===== src/rtl/mem_loader.sv =====
// ----------------------------------------------------------------------------
// mem_loader
//
// Host-side load/run/dump sequencer for the single-cycle core.
//   1. LOAD      : accept LOAD_LEN bytes on the in_* valid/ready stream and
//                  write them to data_mem starting at LOAD_BASE while the
//                  core is held in reset.
//   2. RUN       : release the core and wait for cpu_done, aborting after
//                  TIMEOUT cycles (sticky timeout flag, no dump).
//   3. DUMP_RD/  : read DUMP_LEN bytes from data_mem starting at DUMP_BASE
//      DUMP_WAIT   and stream them out on the out_* valid/ready stream.
//   4. FIN       : report completion; a new start re-runs the sequence.
// All data_mem address arithmetic wraps modulo 2^ADDR_W.
//
// Ports
//   clk        in   clock, rising edge
//   reset      in   asynchronous active-low reset
//   start      in   begin a sequence (sampled in IDLE and FIN only)
//   in_valid   in   load byte valid
//   in_data    in   load byte
//   in_ready   out  load byte accepted this cycle (high throughout LOAD)
//   mem_own    out  loader owns the data_mem port (LOAD, DUMP_RD, DUMP_WAIT)
//   mem_addr   out  data_mem address
//   mem_wdata  out  data_mem write data
//   mem_wen    out  data_mem write enable
//   mem_ren    out  data_mem read enable
//   mem_rdata  in   data_mem read data, combinational from mem_addr
//   cpu_reset  out  active-high core reset, low only in RUN
//   cpu_done   in   core done/halt
//   out_valid  out  dump byte valid
//   out_data   out  dump byte
//   out_ready  in   dump consumer ready
//   busy       out  state is neither IDLE nor FIN
//   finished   out  state is FIN
//   timeout    out  sticky RUN abort flag, cleared when FIN is left
// ----------------------------------------------------------------------------
module mem_loader #(
    parameter int unsigned ADDR_W    = 8,
    parameter int unsigned DATA_W    = 8,
    parameter int unsigned LOAD_BASE = 0,
    parameter int unsigned LOAD_LEN  = 64,
    parameter int unsigned DUMP_BASE = 64,
    parameter int unsigned DUMP_LEN  = 32,
    parameter int unsigned TIMEOUT   = 65535
) (
    input  logic              clk,
    input  logic              reset,
    input  logic              start,
    input  logic              in_valid,
    input  logic [DATA_W-1:0] in_data,
    output logic              in_ready,
    output logic              mem_own,
    output logic [ADDR_W-1:0] mem_addr,
    output logic [DATA_W-1:0] mem_wdata,
    output logic              mem_wen,
    output logic              mem_ren,
    input  logic [DATA_W-1:0] mem_rdata,
    output logic              cpu_reset,
    input  logic              cpu_done,
    output logic              out_valid,
    output logic [DATA_W-1:0] out_data,
    input  logic              out_ready,
    output logic              busy,
    output logic              finished,
    output logic              timeout
);

    typedef enum logic [2:0] {
        S_IDLE,
        S_LOAD,
        S_RUN,
        S_DUMP_RD,
        S_DUMP_WAIT,
        S_FIN
    } state_t;

    // Terminal counts; only meaningful when the matching length is non-zero.
    localparam logic [15:0]       LOAD_LAST   = 16'(LOAD_LEN - 1);
    localparam logic [15:0]       DUMP_LAST   = 16'(DUMP_LEN - 1);
    localparam logic [15:0]       RUN_LAST    = 16'(TIMEOUT - 1);
    localparam bit                HAS_LOAD    = (LOAD_LEN != 0);
    localparam bit                HAS_DUMP    = (DUMP_LEN != 0);
    localparam logic [ADDR_W-1:0] LOAD_BASE_A = ADDR_W'(LOAD_BASE);
    localparam logic [ADDR_W-1:0] DUMP_BASE_A = ADDR_W'(DUMP_BASE);

    state_t              state_q, state_d;
    logic [15:0]         cnt_q, cnt_d;
    logic [15:0]         cyc_q, cyc_d;
    logic                out_valid_q, out_valid_d;
    logic [DATA_W-1:0]   out_data_q, out_data_d;
    logic                timeout_q, timeout_d;

    logic [ADDR_W-1:0]   load_addr;
    logic [ADDR_W-1:0]   dump_addr;

    // Byte counter truncated to the address width gives modulo wrap for free.
    assign load_addr = LOAD_BASE_A + ADDR_W'(cnt_q);
    assign dump_addr = DUMP_BASE_A + ADDR_W'(cnt_q);

    // ------------------------------------------------------------------------
    // State register
    // ------------------------------------------------------------------------
    always_ff @(posedge clk or negedge reset) begin
        if (!reset) begin
            state_q     <= S_IDLE;
            cnt_q       <= '0;
            cyc_q       <= '0;
            out_valid_q <= 1'b0;
            out_data_q  <= '0;
            timeout_q   <= 1'b0;
        end else begin
            state_q     <= state_d;
            cnt_q       <= cnt_d;
            cyc_q       <= cyc_d;
            out_valid_q <= out_valid_d;
            out_data_q  <= out_data_d;
            timeout_q   <= timeout_d;
        end
    end

    // ------------------------------------------------------------------------
    // Next-state logic
    // ------------------------------------------------------------------------
    always_comb begin
        state_d     = state_q;
        cnt_d       = cnt_q;
        cyc_d       = cyc_q;
        out_valid_d = out_valid_q;
        out_data_d  = out_data_q;
        timeout_d   = timeout_q;

        unique case (state_q)
            S_IDLE, S_FIN: begin
                if (start) begin
                    // Leaving FIN always clears the sticky abort flag.
                    timeout_d = 1'b0;
                    if (HAS_LOAD) begin
                        state_d = S_LOAD;
                        cnt_d   = '0;
                    end else begin
                        state_d = S_RUN;
                        cyc_d   = '0;
                    end
                end
            end

            S_LOAD: begin
                // in_ready is constantly high here, so in_valid is the handshake.
                if (in_valid) begin
                    cnt_d = cnt_q + 16'd1;
                    if (cnt_q == LOAD_LAST) begin
                        state_d = S_RUN;
                        cyc_d   = '0;
                    end
                end
            end

            S_RUN: begin
                cyc_d = cyc_q + 16'd1;
                // cpu_done takes priority over the final timeout cycle.
                if (cpu_done) begin
                    if (HAS_DUMP) begin
                        state_d = S_DUMP_RD;
                        cnt_d   = '0;
                    end else begin
                        state_d = S_FIN;
                    end
                end else if (cyc_q == RUN_LAST) begin
                    state_d   = S_FIN;
                    timeout_d = 1'b1;
                end
            end

            S_DUMP_RD: begin
                out_data_d  = mem_rdata;
                out_valid_d = 1'b1;
                state_d     = S_DUMP_WAIT;
            end

            S_DUMP_WAIT: begin
                if (out_ready) begin
                    out_valid_d = 1'b0;
                    cnt_d       = cnt_q + 16'd1;
                    state_d     = (cnt_q == DUMP_LAST) ? S_FIN : S_DUMP_RD;
                end
            end

            default: begin
                state_d = S_IDLE;
            end
        endcase
    end

    // ------------------------------------------------------------------------
    // Memory port and stream outputs
    // ------------------------------------------------------------------------
    always_comb begin
        in_ready  = 1'b0;
        mem_own   = 1'b0;
        mem_addr  = '0;
        mem_wdata = '0;
        mem_wen   = 1'b0;
        mem_ren   = 1'b0;

        unique case (state_q)
            S_LOAD: begin
                in_ready  = 1'b1;
                mem_own   = 1'b1;
                mem_addr  = load_addr;
                mem_wdata = in_data;
                mem_wen   = in_valid;
            end
            S_DUMP_RD: begin
                mem_own  = 1'b1;
                mem_ren  = 1'b1;
                mem_addr = dump_addr;
            end
            S_DUMP_WAIT: begin
                // Keep ownership and a stable address while the byte waits.
                mem_own  = 1'b1;
                mem_addr = dump_addr;
            end
            default: begin
            end
        endcase
    end

    // Decoded from state so the async reset reasserts cpu_reset immediately.
    assign cpu_reset = (state_q != S_RUN);
    assign busy      = (state_q != S_IDLE) && (state_q != S_FIN);
    assign finished  = (state_q == S_FIN);
    assign out_valid = out_valid_q;
    assign out_data  = out_data_q;
    assign timeout   = timeout_q;

endmodule

===== config.mk =====
export PLATFORM = sky130hd
export DESIGN_NAME = mem_loader
export DESIGN_NICKNAME = d
export VERILOG_FILES = /design/src/rtl/mem_loader.sv
export SDC_FILE = /design/constraint.sdc
export NUM_CORES = 1
export LEC_CHECK = 0
export CAP_MARGIN = 20
export CORE_ASPECT_RATIO = 1.25
export CORE_MARGIN = 4
export CORE_UTILIZATION = 55
export CTS_CLUSTER_SIZE = 14
export DETAILED_ROUTE_END_ITERATION = 8
export MAX_ROUTING_LAYER = met4
export PLACE_DENSITY = 0.84
export SLEW_MARGIN = 5
export SYNTH_ARGS = -nofsm -noshare
export SYNTH_HDL_FRONTEND = slang
export SYNTH_SLANG_ARGS = --single-unit

===== constraint.sdc =====
create_clock -name clk -period 2.8 [get_ports clk]
set_input_delay 0.28 -clock clk [delete_from_list [all_inputs] [get_ports clk]]
set_output_delay 0.28 -clock clk [all_outputs]
set_load 0.05 [all_outputs]

# Yosys cells after proc, flatten, opt, wreduce, memory -nomap -nowiden
# Cells that the tools add are included.
[totals] register_bits=45 latchBits=0 ram_bits=0 mem_bits_ro=0 output_inout_bits=33 elab_cells=70 n_memories=0
[op_classes] n_addsub=3 multipliers=0 div=0 order_cmp=0 eq_ne=18 n_shift=0 mux=28 n_bitwise=0 n_reduce_logical=15
[ops] operator="2-to-1 mux 16 bit" count=6
[ops] operator="case mux 16 bit (4 select lines)" count=1
[ops] operator="adder 16 x 1 -> 16 bit (second input constant)" count=2
[ops] operator="case mux 16 bit (2 select lines)" count=1
[ops] operator="2-to-1 mux 3 bit" count=7
[ops] operator="equality test 16 bit (second input constant)" count=1
[ops] operator="equality test 16 x 5 -> 1 bit (second input constant)" count=1
[ops] operator="equality test 16 x 6 -> 1 bit (second input constant)" count=1
[ops] operator="case mux 8 bit (2 select lines)" count=1
[ops] operator="case mux 3 bit (5 select lines)" count=1
[ops] operator="!= test 2 bit (second input constant)" count=7
[ops] operator="AND reduction 5 bit" count=2
[ops] operator="adder 7 x 8 -> 8 bit (first input constant)" count=1
[ops] operator="2-to-1 mux 1 bit" count=8
[ops] operator="2-to-1 mux 8 bit" count=1
[ops] operator="equality test 3 x 2 -> 1 bit (second input constant)" count=2
[ops] operator="equality test 3 bit (second input constant)" count=2
[ops] operator="!= test 3 bit (second input constant)" count=2
[ops] operator="nonzero test 2 bit" count=3
[ops] operator="case mux 1 bit (2 select lines)" count=2
[ops] operator="AND reduction 4 bit" count=1
[ops] operator="nonzero test 4 bit" count=1
[ops] operator="OR reduction 2 bit" count=2
[ops] operator="equality test 3 x 1 -> 1 bit (second input constant)" count=1
[ops] operator="7 further kinds" count=7

# Depth between registers and ports, before layout
# Gate-level depths: netlist (run 1).
[logic_depth] word_depth=4 depth_mapped=7 depth_no_buf=6

# Worst setup path after synthesis (run 1)
# No wires, ideal clock.
[synth_timing] path_kind="register to output" startpoint="register state_q[1]" endpoint="output mem_addr[6]" arrival_ns=2.256 path_slack_ns=0.264 stages_incl_launch_ff=5 n_path_buf=0 cell_sequence="dfrtp_1 nand2b_1 nor2_1 nor2_1 a31oi_1"
[synth_between] elab_chain_len=3 word_cells_on_any_way=5 classes_between="eq/ne (3); mux (1); reduce/logical (1)"
[synth_rtl] element="from (decl)" line="86" text="state_t state_q, state_d;"
[synth_rtl] element="from (signal assigned)" line="112" text="state_q <= state_d;"
[synth_rtl] element="equality test 3 bit or equality test 3 x 2 -> 1 bit (tied branches)" line="205" text="unique case (state_q)"
[synth_rtl] element="OR reduction 2 bit (no source line)"
[synth_rtl] element="case mux 8 bit (2 select lines) *" line="205"
[synth_rtl] element="to (decl)" line="53" text="output logic [ADDR_W-1:0] mem_addr,"
# Mark *: on every way between the ends. The rest lies on a longest branch, timed or not.

# Final worst setup path (run 1)
[layout_timing] startpoint="register state_q[0]" endpoint="output in_ready"
[layout_between] elab_chain_len=2
[layout_rtl] element="equality test 3 x 1 -> 1 bit" line="205"
[layout_rtl] element="2-to-1 mux 1 bit" line="205"
[layout_rtl] element="to (decl)" line="51" text="output logic in_ready,"
# Every way passes these cells.

==> summary.md, run 1 <==
| Metric | Value |
|---|---|
| Maximum number of buffers from clock root to sink | `2` |
| DR WL/cell | `16.61 microns` |
| Number of clock buffers inserted by TritonCTS | `5` |
| Global Route met2 Usage | `42.22%` |
| Source of the critical timing path | `state_q[0]` |
| Proportion of synthesized area in mux cells | `6.494%` |
| Max Clock Skew | `0.01094 ns` |
| Data required time at the worst endpoint | `2.52 ns` |
| Area added between synthesis and finish | `26.33%` |
| Met3 Resource Use GR | `3.330%` |
| Max-Cap Viols | `0` |
| CTS HTree Levels | `2` |
| Vias in the first global route | `2,624` |
| Period Utilization, post-route | `94.58%` |
| Ports placed on the boundary | `55` |
| Area share of xor/xnor cells in the synthesized design | `0.9404%` |
| Die extent in x | `71.75 microns` |
| Routing layer with the top usage in global route | `met2` |
| Antenna diode count | `0` |
| Final weighted congestion in routability-driven placement | `0.8185` |
| Post-Syn Area | `2794 sq um` |
| Number of cells produced by synthesis | `306` |
| Clock latency on the worst-skew pair | `0.30 ns` |
| Combinational family with the most area after synthesis | `simple AND/OR/NAND/NOR gates` |
| EDFF count, synth | `0` |
| Type of element capturing the critical path | `output port` |
| Detail-routed via count per cell | `6.176` |
| Half-perimeter wire length of the detailed placement result | `5049 microns` |
| Synthesized-area fraction occupied by adder cells | `2.239%` |
| Average cell area after synthesis | `9.130 sq um` |
| Drc violations | `0` |
| Fraction of final layout cells sized beyond drive strength 1 | `12.02%` |
| Share of flip-flops with an asynchronous set or reset | `100.0%` |
| Worst R2R Path Depth | `4` |
| Pwr dens | `1042 nW/um^2` |
| Clock tree from TritonCTS | `built` |
| Post-synthesis simple-gate area fraction | `26.20%` |
| Placeable core area | `4835 sq um` |
| Count of warnings emitted by yosys | `0` |
| Clock Pin Slew Worst Setup and Hold Paths | `0.09 ns` |
| Worst-case register-to-register setup slack | `0.71 ns` |
| Critical Path Fanout Max | `15` |
| Most instantiated flip-flop cell in the synthesis netlist | `sky130_fd_sc_hd__dfrtp_1` |
| DRT iter0 DRCs | `173` |
| Leakage dissipation | `1.576 nW` |
| Launch instance of the worst register-to-register path | `state_q[0]` |
| Setup repair after global routing missed its margin | `false` |
| Total Routing Usage GR | `24.60%` |
| Net count after synthesis | `333` |
| Pin slew with the least headroom to its limit | `0.5980 ns` |
| Root Driver | `sky130_fd_sc_hd__clkbuf_8` |
| Worst relative slew slack | `59.99%` |
| Peak supply drop | `815.1 uV` |
| First-pass iteration count of the detailed router | `4` |
| Yosys cell types | `56` |
| Area share of the largest cell type after synthesis | `40.30%` |
| Reg2Reg Capture Point | `cnt_q[14]` |
| Global-route wire length before repair | `11,960 microns` |
| Cell types with the largest area share after synthesis | `sky130_fd_sc_hd__dfrtp_1, sky130_fd_sc_hd__nand2_1, sky130_fd_sc_hd__mux2_2` |
| Status | `finished, final reports clean` |
| Number of hold violations in the final report | `0` |
| Via count | `2,631` |
| Largest net degree at the start of global routing | `46` |
| Met1 usage in global routing | `30.12%` |
| Number of placement rows | `28` |
| Overflow left after global routing | `0` |
| Antenna violations before repair | `0` |
| Hold WC Path Type | `in -> async` |
| Number of buffer cells added on primary ports | `54` |
| Slew Limit Fails | `0` |
| Worst setup path class | `reg -> out` |
| Die area | `6291 sq um` |
| Die outline height | `87.69 microns` |
| Sequential element share of the synthesized area | `40.30%` |
| Synthesized-area fraction occupied by ao, oa, aoi and oai cells | `18.54%` |
| Maximum clock frequency | `377.6 MHz` |
| Count of nets left with antenna violations after detail routing | `0` |
| Startpoint Class | `register` |
| Number of nets in the layout | `392` |
| Final setup viols | `0` |
| Finished Core Util | `73.01%` |
| Arrival time of the worst setup path | `2.37 ns` |
| Register bit count reported by yosys | `45` |
| Initial cell density of the core | `57.79%` |
| WHS | `0.3357 ns` |
| Number of clock sinks | `45` |
| Sum of negative setup slack | `0 ns` |
| Post-synth top area cell | `sky130_fd_sc_hd__dfrtp_1` |
| Min Tclk post-route | `2.648 ns` |
| Total Routed Length | `7075 microns` |
-- what timing repair did --
action,in CTS,in global routing
endpoints found under the hold margin,0,6
hold buffers,0,1
resized for setup,2,6
buffers inserted,0,0
setup endpoints to repair,4,6
-- per-layer routing --
metal	wire length, microns	up-vias
met5	0	-
met4	139	0
met3	337	15
met2	3562	85
met1	3035	1282
li1	-	1249
-- through the flow --
stage | total power [mW] | instance area [sq um] | worst slack (ns) | instances
after floorplan | 2.589 | 2794 | 0.2644 | 306
after detailed placement | 3.264 | 3400 | 0.3120 | 416
final | 3.679 | 3530 | 0.1517 | 426
after global placement | 3.201 | 3400 | 0.4080 | 416
after global routing | 3.902 | 3530 | 0.04553 | 426
after CTS | 3.681 | 3485 | 0.02862 | 424
-- cell usage after synthesis, types with 2 or more instances --
library cell and number:
sky130_fd_sc_hd__a21boi_0 2, sky130_fd_sc_hd__a21o_1 2, sky130_fd_sc_hd__a21oi_1 10, sky130_fd_sc_hd__a22o_1 11
sky130_fd_sc_hd__a22oi_1 2, sky130_fd_sc_hd__a2bb2oi_1 2, sky130_fd_sc_hd__a31oi_1 9, sky130_fd_sc_hd__and2_1 2
sky130_fd_sc_hd__and3_1 11, sky130_fd_sc_hd__and4_1 4, sky130_fd_sc_hd__buf_2 6, sky130_fd_sc_hd__buf_4 2
sky130_fd_sc_hd__clkbuf_1 5, sky130_fd_sc_hd__dfrtp_1 45, sky130_fd_sc_hd__ha_1 5, sky130_fd_sc_hd__inv_1 17
sky130_fd_sc_hd__mux2_2 9, sky130_fd_sc_hd__mux2i_1 8, sky130_fd_sc_hd__nand2_1 30, sky130_fd_sc_hd__nand2b_1 6
sky130_fd_sc_hd__nand3_1 17, sky130_fd_sc_hd__nand4_1 13, sky130_fd_sc_hd__nor2_1 17, sky130_fd_sc_hd__nor2b_1 6
sky130_fd_sc_hd__nor3_1 6, sky130_fd_sc_hd__nor3b_1 2, sky130_fd_sc_hd__nor4_1 3, sky130_fd_sc_hd__o211ai_1 12
sky130_fd_sc_hd__o21ai_0 5, sky130_fd_sc_hd__o22ai_1 6, sky130_fd_sc_hd__or2_2 2, sky130_fd_sc_hd__or3_1 2
sky130_fd_sc_hd__or4_1 2, sky130_fd_sc_hd__or4_4 2, sky130_fd_sc_hd__xnor2_1 2
-- worst max-delay path by stage --
stage,depth (start not counted),slack (ns),end
global route,3,0.05,in_ready
CTS,4,0.03,mem_addr[4]
global placement,4,0.41,mem_own
detailed placement,4,0.31,mem_addr[0]
floorplan,4,0.26,mem_addr[6]
finish,3,0.15,in_ready
-- final cells by class --
cell class | count | area [sq um]
multi-input combinational | 228 | 1524
fill | 376 | 1305
sequential | 45 | 1126
timing repair buffer | 67 | 654.4
tap | 60 | 75.07
clock buffer | 6 | 72.57
inverter | 18 | 67.56
clock inverter | 2 | 10.01
-- power breakdown --
part	total, mW	leakage [nW]	internal, mW	switching, mW
Combinational	2.16	0.960	0.796	1.37
Sequential	1.11	0.572	0.857	0.258
Clock	0.401	0.0450	0.174	0.228
-- registers in the layout (all words and copies together), names as in the netlist --
name and count:
timeout 1, state_q 3, cyc_q 16, cnt_q 16, out_valid 1, out_data 8
-- worst max-delay path: stages, from the launching register on --
cell                              delay, ns
sky130_fd_sc_hd__dfrtp_1               0.71
sky130_fd_sc_hd__nand2b_1              0.21
sky130_fd_sc_hd__nor2_1                0.28
sky130_fd_sc_hd__clkdlybuf4s50_1       0.87
-- cell families after synthesis --
logic type      count (synthesis)
compound gates                 72
simple gates                  131
fa+ha+maj                       5
buf+inv                        33
flops                          45
xor+xnor                        3
mux                            17
-- placed cells by master (no fill, tap or decap), types with 12 or more instances in the layout --
| master | n |
|---|---|
| sky130_fd_sc_hd__o211ai_1 | 12 |
| sky130_fd_sc_hd__nand3_1 | 17 |
| sky130_fd_sc_hd__nor2_1 | 17 |
| sky130_fd_sc_hd__nand2_1 | 30 |
| sky130_fd_sc_hd__buf_4 | 14 |
| sky130_fd_sc_hd__inv_1 | 17 |
| sky130_fd_sc_hd__nand4_1 | 13 |
| sky130_fd_sc_hd__clkdlybuf4s50_1 | 43 |
| sky130_fd_sc_hd__dfrtp_1 | 45 |
Power figures use the tool's default switching activity.
==> inputs of run 2 (changes only) <==
--- a/config.mk
+++ b/config.mk
@@ -13,6 +13,7 @@
 export DETAILED_ROUTE_END_ITERATION = 8
 export MAX_ROUTING_LAYER = met4
 export PLACE_DENSITY = 0.84
+export SKIP_CTS_REPAIR_TIMING = 1
 export SLEW_MARGIN = 5
 export SYNTH_ARGS = -nofsm -noshare
 export SYNTH_HDL_FRONTEND = slang
==> constraint.sdc (replaced) <==
create_clock -name clk -period 3.2 [get_ports clk]
set_input_delay 0.32 -clock clk [delete_from_list [all_inputs] [get_ports clk]]
set_output_delay 0.32 -clock clk [all_outputs]
set_load 0.05 [all_outputs]
==> summary.md, run 2 (same netlist as run 1, synthesis figures left out) <==
| Metric | Value |
|---|---|
| Status | `finished, final reports clean` |
| Share of total power in the clock network | `12.2%` |
| Worst relative slew slack | `44.83%` |
| Critical Path Fanout Max | `14` |
| Final weighted congestion in routability-driven placement | `0.8344` |
| Period Utilization, post-route | `94.36%` |
| Largest net degree at the start of global routing | `46` |
| WHS | `0.4978 ns` |
| Die extent in x | `71.75 microns` |
| DR WL/cell | `16.01 microns` |
| Most common library cell in the layout ignoring fill and taps | `sky130_fd_sc_hd__clkdlybuf4s50_1` |
| Min Tclk post-route | `3.020 ns` |
| Drc violations | `0` |
| Root Driver | `sky130_fd_sc_hd__clkbuf_8` |
| Reg2Reg Capture Point | `cyc_q[1]` |
| Maximum number of buffers from clock root to sink | `2` |
| Die area | `6291 sq um` |
| CTS HTree Levels | `2` |
| Vias in the first global route | `2,538` |
| Post-route non-filler standard cell count | `418` |
| Sum of negative setup slack | `0 ns` |
| Part of the power in registers | `30.7%` |
| Number of buffer cells added on primary ports | `54` |
| Worst R2R Path Depth | `6` |
| Maximum clock frequency | `331.2 MHz` |
| Placeable core area | `4835 sq um` |
| Area added between synthesis and finish | `24.50%` |
| Launch instance of the worst register-to-register path | `cnt_q[0]` |
| Count of nets left with antenna violations after detail routing | `0` |
| Arrival time of the worst setup path | `2.70 ns` |
| Max Clock Skew | `0.008010 ns` |
| Half-perimeter wire length of the detailed placement result | `4775 microns` |
| Filler cells | `383` |
| DRT iter0 DRCs | `210` |
| Leading cell types in the layout, fill and taps excluded | `sky130_fd_sc_hd__clkdlybuf4s50_1, sky130_fd_sc_hd__dfrtp_1, sky130_fd_sc_hd__nand2_1` |
| Global-route wire length before repair | `11,570 microns` |
| Die outline height | `87.69 microns` |
| Total Routed Length | `6693 microns` |
| Gate family responsible for the most delay along the worst path | `buffers and inverters` |
| Slowest cell on the critical path | `sky130_fd_sc_hd__clkdlybuf4s50_1` |
| First-pass iteration count of the detailed router | `4` |
| Antenna violations before repair | `0` |
| Clock tree from TritonCTS | `built` |
| Post-Place Cells | `408` |
| Fraction of final layout cells sized beyond drive strength 1 | `9.218%` |
| Combinational group share of total power | `57.2%` |
| Cell breakdown of the critical path | `inv_1 -> or3_1 -> nand2_1 -> a22o_1 -> clkdlybuf4s50_1` |
| Setup repair after global routing missed its margin | `false` |
| Clock Pin Slew Worst Setup and Hold Paths | `0.08 ns` |
| Number of clock sinks | `45` |
| Type of element capturing the critical path | `output port` |
| Initial cell density of the core | `57.79%` |
| Leakage dissipation | `1.437 nW` |
| Antenna diode count | `0` |
| Pwr dens | `915.8 nW/um^2` |
| Data required time at the worst endpoint | `2.88 ns` |
| Number of placement rows | `28` |
| Worst-case register-to-register setup slack | `0.90 ns` |
| Overflow left after global routing | `0` |
| Slew Limit Fails | `0` |
| Number of nets in the layout | `384` |
| Final setup viols | `0` |
| Max-Cap Viols | `0` |
| Source of the critical timing path | `state_q[2]` |
| Worst setup path class | `reg -> out` |
| Internal power | `1.601 mW` |
| Clock latency on the worst-skew pair | `0.30 ns` |
| Peak supply drop | `735.8 uV` |
| Pin slew with the least headroom to its limit | `0.8275 ns` |
| Power dissipated by switching net loads | `1.584 mW` |
| Largest stage delay on the critical path | `0.81 ns` |
| Sw Ratio | `49.74%` |
| Buf+Inv Stages, Crit Path | `2` |
| Detail-routed via count per cell | `6.156` |
| Startpoint Class | `register` |
| Via count | `2,573` |
| Total Routing Usage GR | `23.57%` |
| Number of clock buffers inserted by TritonCTS | `5` |
| Hold WC Path Type | `in -> async` |
| Number of hold violations in the final report | `0` |
| Ports placed on the boundary | `55` |
-- run 2: changes by cell type in the layout (fill, tap and decap cells not counted), sizes merged --
cell and delta:
dlymetal6s2s -6, clkinv -1, clkbuf +1, dlygate4sd2 -1, clkdlybuf4s50 +10, buf -11
-- run 2: per-layer routing --
layer  up-vias  part of all wire, %  track usage [%]
met3        14                  5.0            4.133
met1      1218                   45            29.55
met5         -                    0                -
met2        93                   48            38.04
li1       1248                    -                -
met4         0                  2.2            8.889
-- run 2: power groups by stage --
stage / Combinational [mW] / Sequential [mW] / Clock (mW)
3_5_place_dp: 1.81 / 0.980 / 0
5_1_grt: 1.96 / 1.01 / 0.416
3_3_place_gp: 1.78 / 0.968 / 0
2_1_floorplan: 1.17 / 1.10 / 0
4_1_cts: 1.82 / 0.971 / 0.391
6_report: 1.82 / 0.976 / 0.388
-- run 2: area by class of cell --
type | count | area, sq um | area share, %
multi-input cells | 228 | 1520 | 43.71
flip-flops and latches | 45 | 1126 | 32.37
repair buffers | 59 | 588.1 | 16.91
clock buffers | 7 | 96.34 | 2.770
well taps | 60 | 75.07 | 2.158
inverters | 18 | 67.56 | 1.942
clock inverters | 1 | 5.005 | 0.1439
-- run 2: worst max path at each step --
stage                   to  slack [ns]  cells past startpoint
6_report       mem_addr[7]        0.18                      5
5_1_grt            mem_own        0.03                      4
3_3_place_gp   mem_addr[7]        0.60                      5
4_1_cts        mem_addr[7]        0.18                      5
2_1_floorplan  mem_addr[6]        0.62                      4
3_5_place_dp   mem_addr[7]        0.51                      5
-- run 2: worst reg2reg max path: stages, from the launching register on --
cell and delay (ns):
sky130_fd_sc_hd__dfrtp_1 0.45, sky130_fd_sc_hd__ha_1 0.35, sky130_fd_sc_hd__nor4bb_1 0.37, sky130_fd_sc_hd__nand4_1 0.15
sky130_fd_sc_hd__buf_4 0.19, sky130_fd_sc_hd__o21ai_2 0.47, sky130_fd_sc_hd__o22ai_1 0.17
-- run 2: metrics by stage --
| step | area, sq um | worst slack (ns) | total power, mW | util (%) |
|---|---|---|---|---|
| floorplan | 2794 | 0.6244 | 2.265 | - |
| global placement | 3347 | 0.5960 | 2.752 | 69.23 |
| detailed placement | 3347 | 0.5115 | 2.790 | 69.23 |
| CTS | 3448 | 0.1828 | 3.182 | 71.33 |
| global route | 3478 | 0.02526 | 3.388 | 71.95 |
| finish | 3478 | 0.1804 | 3.186 | 71.95 |
==> inputs of run 3 (changes only) <==
--- a/config.mk
+++ b/config.mk
@@ -5,14 +5,16 @@
 export SDC_FILE = /design/constraint.sdc
 export NUM_CORES = 1
 export LEC_CHECK = 0
+export ABC_AREA = 1
 export CAP_MARGIN = 20
 export CORE_ASPECT_RATIO = 1.25
 export CORE_MARGIN = 4
 export CORE_UTILIZATION = 55
+export CTS_BUF_LIST = sky130_fd_sc_hd__clkbuf_4
 export CTS_CLUSTER_SIZE = 14
 export DETAILED_ROUTE_END_ITERATION = 8
 export MAX_ROUTING_LAYER = met4
-export PLACE_DENSITY = 0.84
+export PLACE_DENSITY = 0.83
 export SKIP_CTS_REPAIR_TIMING = 1
 export SLEW_MARGIN = 5
 export SYNTH_ARGS = -nofsm -noshare
==> summary.md, run 3 <==
| Metric | Value |
|---|---|
| Post-Place Cells | `557` |
| Number of nets in the layout | `529` |
| Min Tclk post-route | `2.848 ns` |
| Max Clock Skew | `0.01856 ns` |
| Most common library cell in the layout ignoring fill and taps | `sky130_fd_sc_hd__nand2_1` |
| Die extent in x | `75.21 microns` |
| Most instantiated flip-flop cell in the synthesis netlist | `sky130_fd_sc_hd__dfrtp_1` |
| Total Routing Usage GR | `24.94%` |
| Share of flip-flops with an asynchronous set or reset | `100.0%` |
| Maximum clock frequency | `351.1 MHz` |
| Worst R2R Path Depth | `8` |
| Count of warnings emitted by yosys | `0` |
| Sum of negative setup slack | `0 ns` |
| Sequential element share of the synthesized area | `36.26%` |
| Worst relative slew slack | `63.04%` |
| Finished Core Util | `68.94%` |
| Cell types with the largest area share after synthesis | `sky130_fd_sc_hd__dfrtp_1, sky130_fd_sc_hd__nand2_1, sky130_fd_sc_hd__nand3_1` |
| Max-Cap Viols | `0` |
| Clock latency on the worst-skew pair | `0.37 ns` |
| Number of clock buffers inserted by TritonCTS | `5` |
| Leakage dissipation | `1.764 nW` |
| Peak supply drop | `719.9 uV` |
| Number of buffer cells added on primary ports | `54` |
| First-pass iteration count of the detailed router | `5` |
| Most numerous cell types in the synthesized netlist | `sky130_fd_sc_hd__nand2_1, sky130_fd_sc_hd__nand3_1, sky130_fd_sc_hd__nor2_1` |
| Number of cells produced by synthesis | `448` |
| Final setup viols | `0` |
| Antenna diode count | `0` |
| Share of total power in the clock network | `11.7%` |
| Status | `finished, final reports clean` |
| Pwr dens | `845.5 nW/um^2` |
| Final weighted congestion in routability-driven placement | `0.9617` |
| Most numerous cell in the Yosys netlist | `sky130_fd_sc_hd__nand2_1` |
| Internal power | `1.476 mW` |
| Clock Pin Slew Worst Setup and Hold Paths | `0.15 ns` |
| Drc violations | `0` |
| Vias in the first global route | `2,957` |
| Yosys cell types | `31` |
| Sw Ratio | `53.46%` |
| Data required time at the worst endpoint | `2.88 ns` |
| Power dissipated by switching net loads | `1.696 mW` |
| Slew Limit Fails | `0` |
| Average cell area after synthesis | `6.932 sq um` |
| DRT iter0 DRCs | `158` |
| Largest net degree at the start of global routing | `46` |
| Number of clock sinks | `45` |
| Hold WC Path Type | `in -> async` |
| Placeable core area | `5443 sq um` |
| Pin slew with the least headroom to its limit | `0.5523 ns` |
| Area share of the largest cell type after synthesis | `36.26%` |
| Post-synth top area cell | `sky130_fd_sc_hd__dfrtp_1` |
| Part of the power in registers | `29.0%` |
| Post-route non-filler standard cell count | `567` |
| Die outline height | `92.01 microns` |
| Via count | `3,097` |
| Area added between synthesis and finish | `20.83%` |
| Overflow left after global routing | `0` |
| Initial cell density of the core | `57.06%` |
| Met2 Routed Length | `4086 microns` |
| Leading cell types in the layout, fill and taps excluded | `sky130_fd_sc_hd__nand2_1, sky130_fd_sc_hd__nand3_1, sky130_fd_sc_hd__nor2_1, sky130_fd_sc_hd__clkdlybuf4s50_1, sky130_fd_sc_hd__inv_1` |
| WHS | `0.3779 ns` |
| Die area | `6920 sq um` |
| Period Utilization, post-route | `89.01%` |
| EDFF count, synth | `0` |
| Count of nets left with antenna violations after detail routing | `0` |
| Worst setup path class | `reg -> out` |
| Root Driver | `sky130_fd_sc_hd__clkbuf_4` |
| Combinational group share of total power | `59.3%` |
| Number of hold violations in the final report | `0` |
| Startpoint Class | `register` |
| Half-perimeter wire length of the detailed placement result | `5886 microns` |
| CTS HTree Levels | `2` |
| Detail-routed via count per cell | `5.462` |
| Global-route wire length before repair | `13,280 microns` |
| Net count after synthesis | `475` |
| Type of element capturing the critical path | `output port` |
| Fraction of final layout cells sized beyond drive strength 1 | `11.53%` |
| Ports placed on the boundary | `55` |
| DR WL/cell | `13.88 microns` |
| Antenna violations before repair | `0` |
| Arrival time of the worst setup path | `2.53 ns` |
| Wire length on met1 | `3320 microns` |
| Post-Syn Area | `3105 sq um` |
| Number of placement rows | `30` |
| Clock tree from TritonCTS | `built` |
| Total Routed Length | `7868 microns` |
| Setup repair after global routing missed its margin | `false` |
| Critical Path Fanout Max | `13` |
| Register bit count reported by yosys | `45` |
| Uppermost routed layer | `met4` |
| Maximum number of buffers from clock root to sink | `2` |
| Length of routed met3 wiring | `325 microns` |
run 3: cell types whose count changed after synthesis, sizes merged, moves of 10 or more:
cell    previous run  this run
nand2             30       143
a22o              11         1
o21ai              7        27
inv               18        51
o211ai            13         1
and3              11         0
nor2              17        62
nand3             18        69
run 3: layout make-up:
cell class,instances,area [sq um]
Fill cell,504,1690
Multi-Input combinational cell,341,1685
Sequential cell,45,1126
Timing Repair Buffer,58,580.6
Inverter,51,196.4
Tap cell,64,80.08
Clock buffer,6,45.04
Clock inverter,2,38.79
run 3: power by group through the flow:
stage                     combinational [mW]  clock [mW]  sequential (mW)
after floorplan                         1.30           0             1.07
after global placement                  1.86           0            0.923
after detailed placement                1.88           0            0.934
after CTS                               1.89       0.381            0.920
after global routing                    2.05       0.399            0.952
final                                   1.88       0.371            0.921
run 3: critical path, stage by stage (launching register included):
cell and delay [ns]:
sky130_fd_sc_hd__dfrtp_1 0.55, sky130_fd_sc_hd__nor2_8 0.21, sky130_fd_sc_hd__inv_1 0.07, sky130_fd_sc_hd__nor2_2 0.08
sky130_fd_sc_hd__buf_4 0.18, sky130_fd_sc_hd__o21ai_0 0.10, sky130_fd_sc_hd__o21ai_0 0.12, sky130_fd_sc_hd__clkdlybuf4s50_1 0.85
run 3: worst paths after layout:
| kind | start | endpoint | slack [ns] |
|---|---|---|---|
| hold / removal | reset | cyc_q[15] | 0.38 |
| setup / recovery | state_q[2] | mem_addr[6] | 0.35 |
| setup reg to reg | state_q[2] | state_q[2] | 1.28 |
| max in group asynchronous | reset | cnt_q[10] | 2.32 |
| hold reg to reg | out_data[3] | out_data[3] | 0.49 |
| min in group clk | mem_rdata[2] | out_data[2] | 0.47 |
run 3: kinds of logic after synthesis:
| logic type | share of synthesized area, % |
|---|---|
| and+or+nand+nor | 43.47 |
| AOI/OAI and AO/OA | 8.783 |
| buffers and inverters | 9.468 |
| DFF | 36.26 |
| adders and majority gates | 2.015 |
run 3: layer usage:
metal | up-vias | global-route usage, %
li1 | 1549 | -
met1 | 1457 | 30.79
met2 | 77 | 40.92
met3 | 14 | 3.618
met4 | 0 | 9.038
met5 | - | -
run 3: per-stage QoR:
step	total power, mW	setup WS [ns]	instance area [sq um]
after floorplan	2.369	0.8724	3105
after global placement	2.779	0.8006	3638
after detailed placement	2.818	0.7641	3638
after CTS	3.190	0.3311	3722
after global routing	3.400	0.2301	3752
final	3.172	0.3518	3752
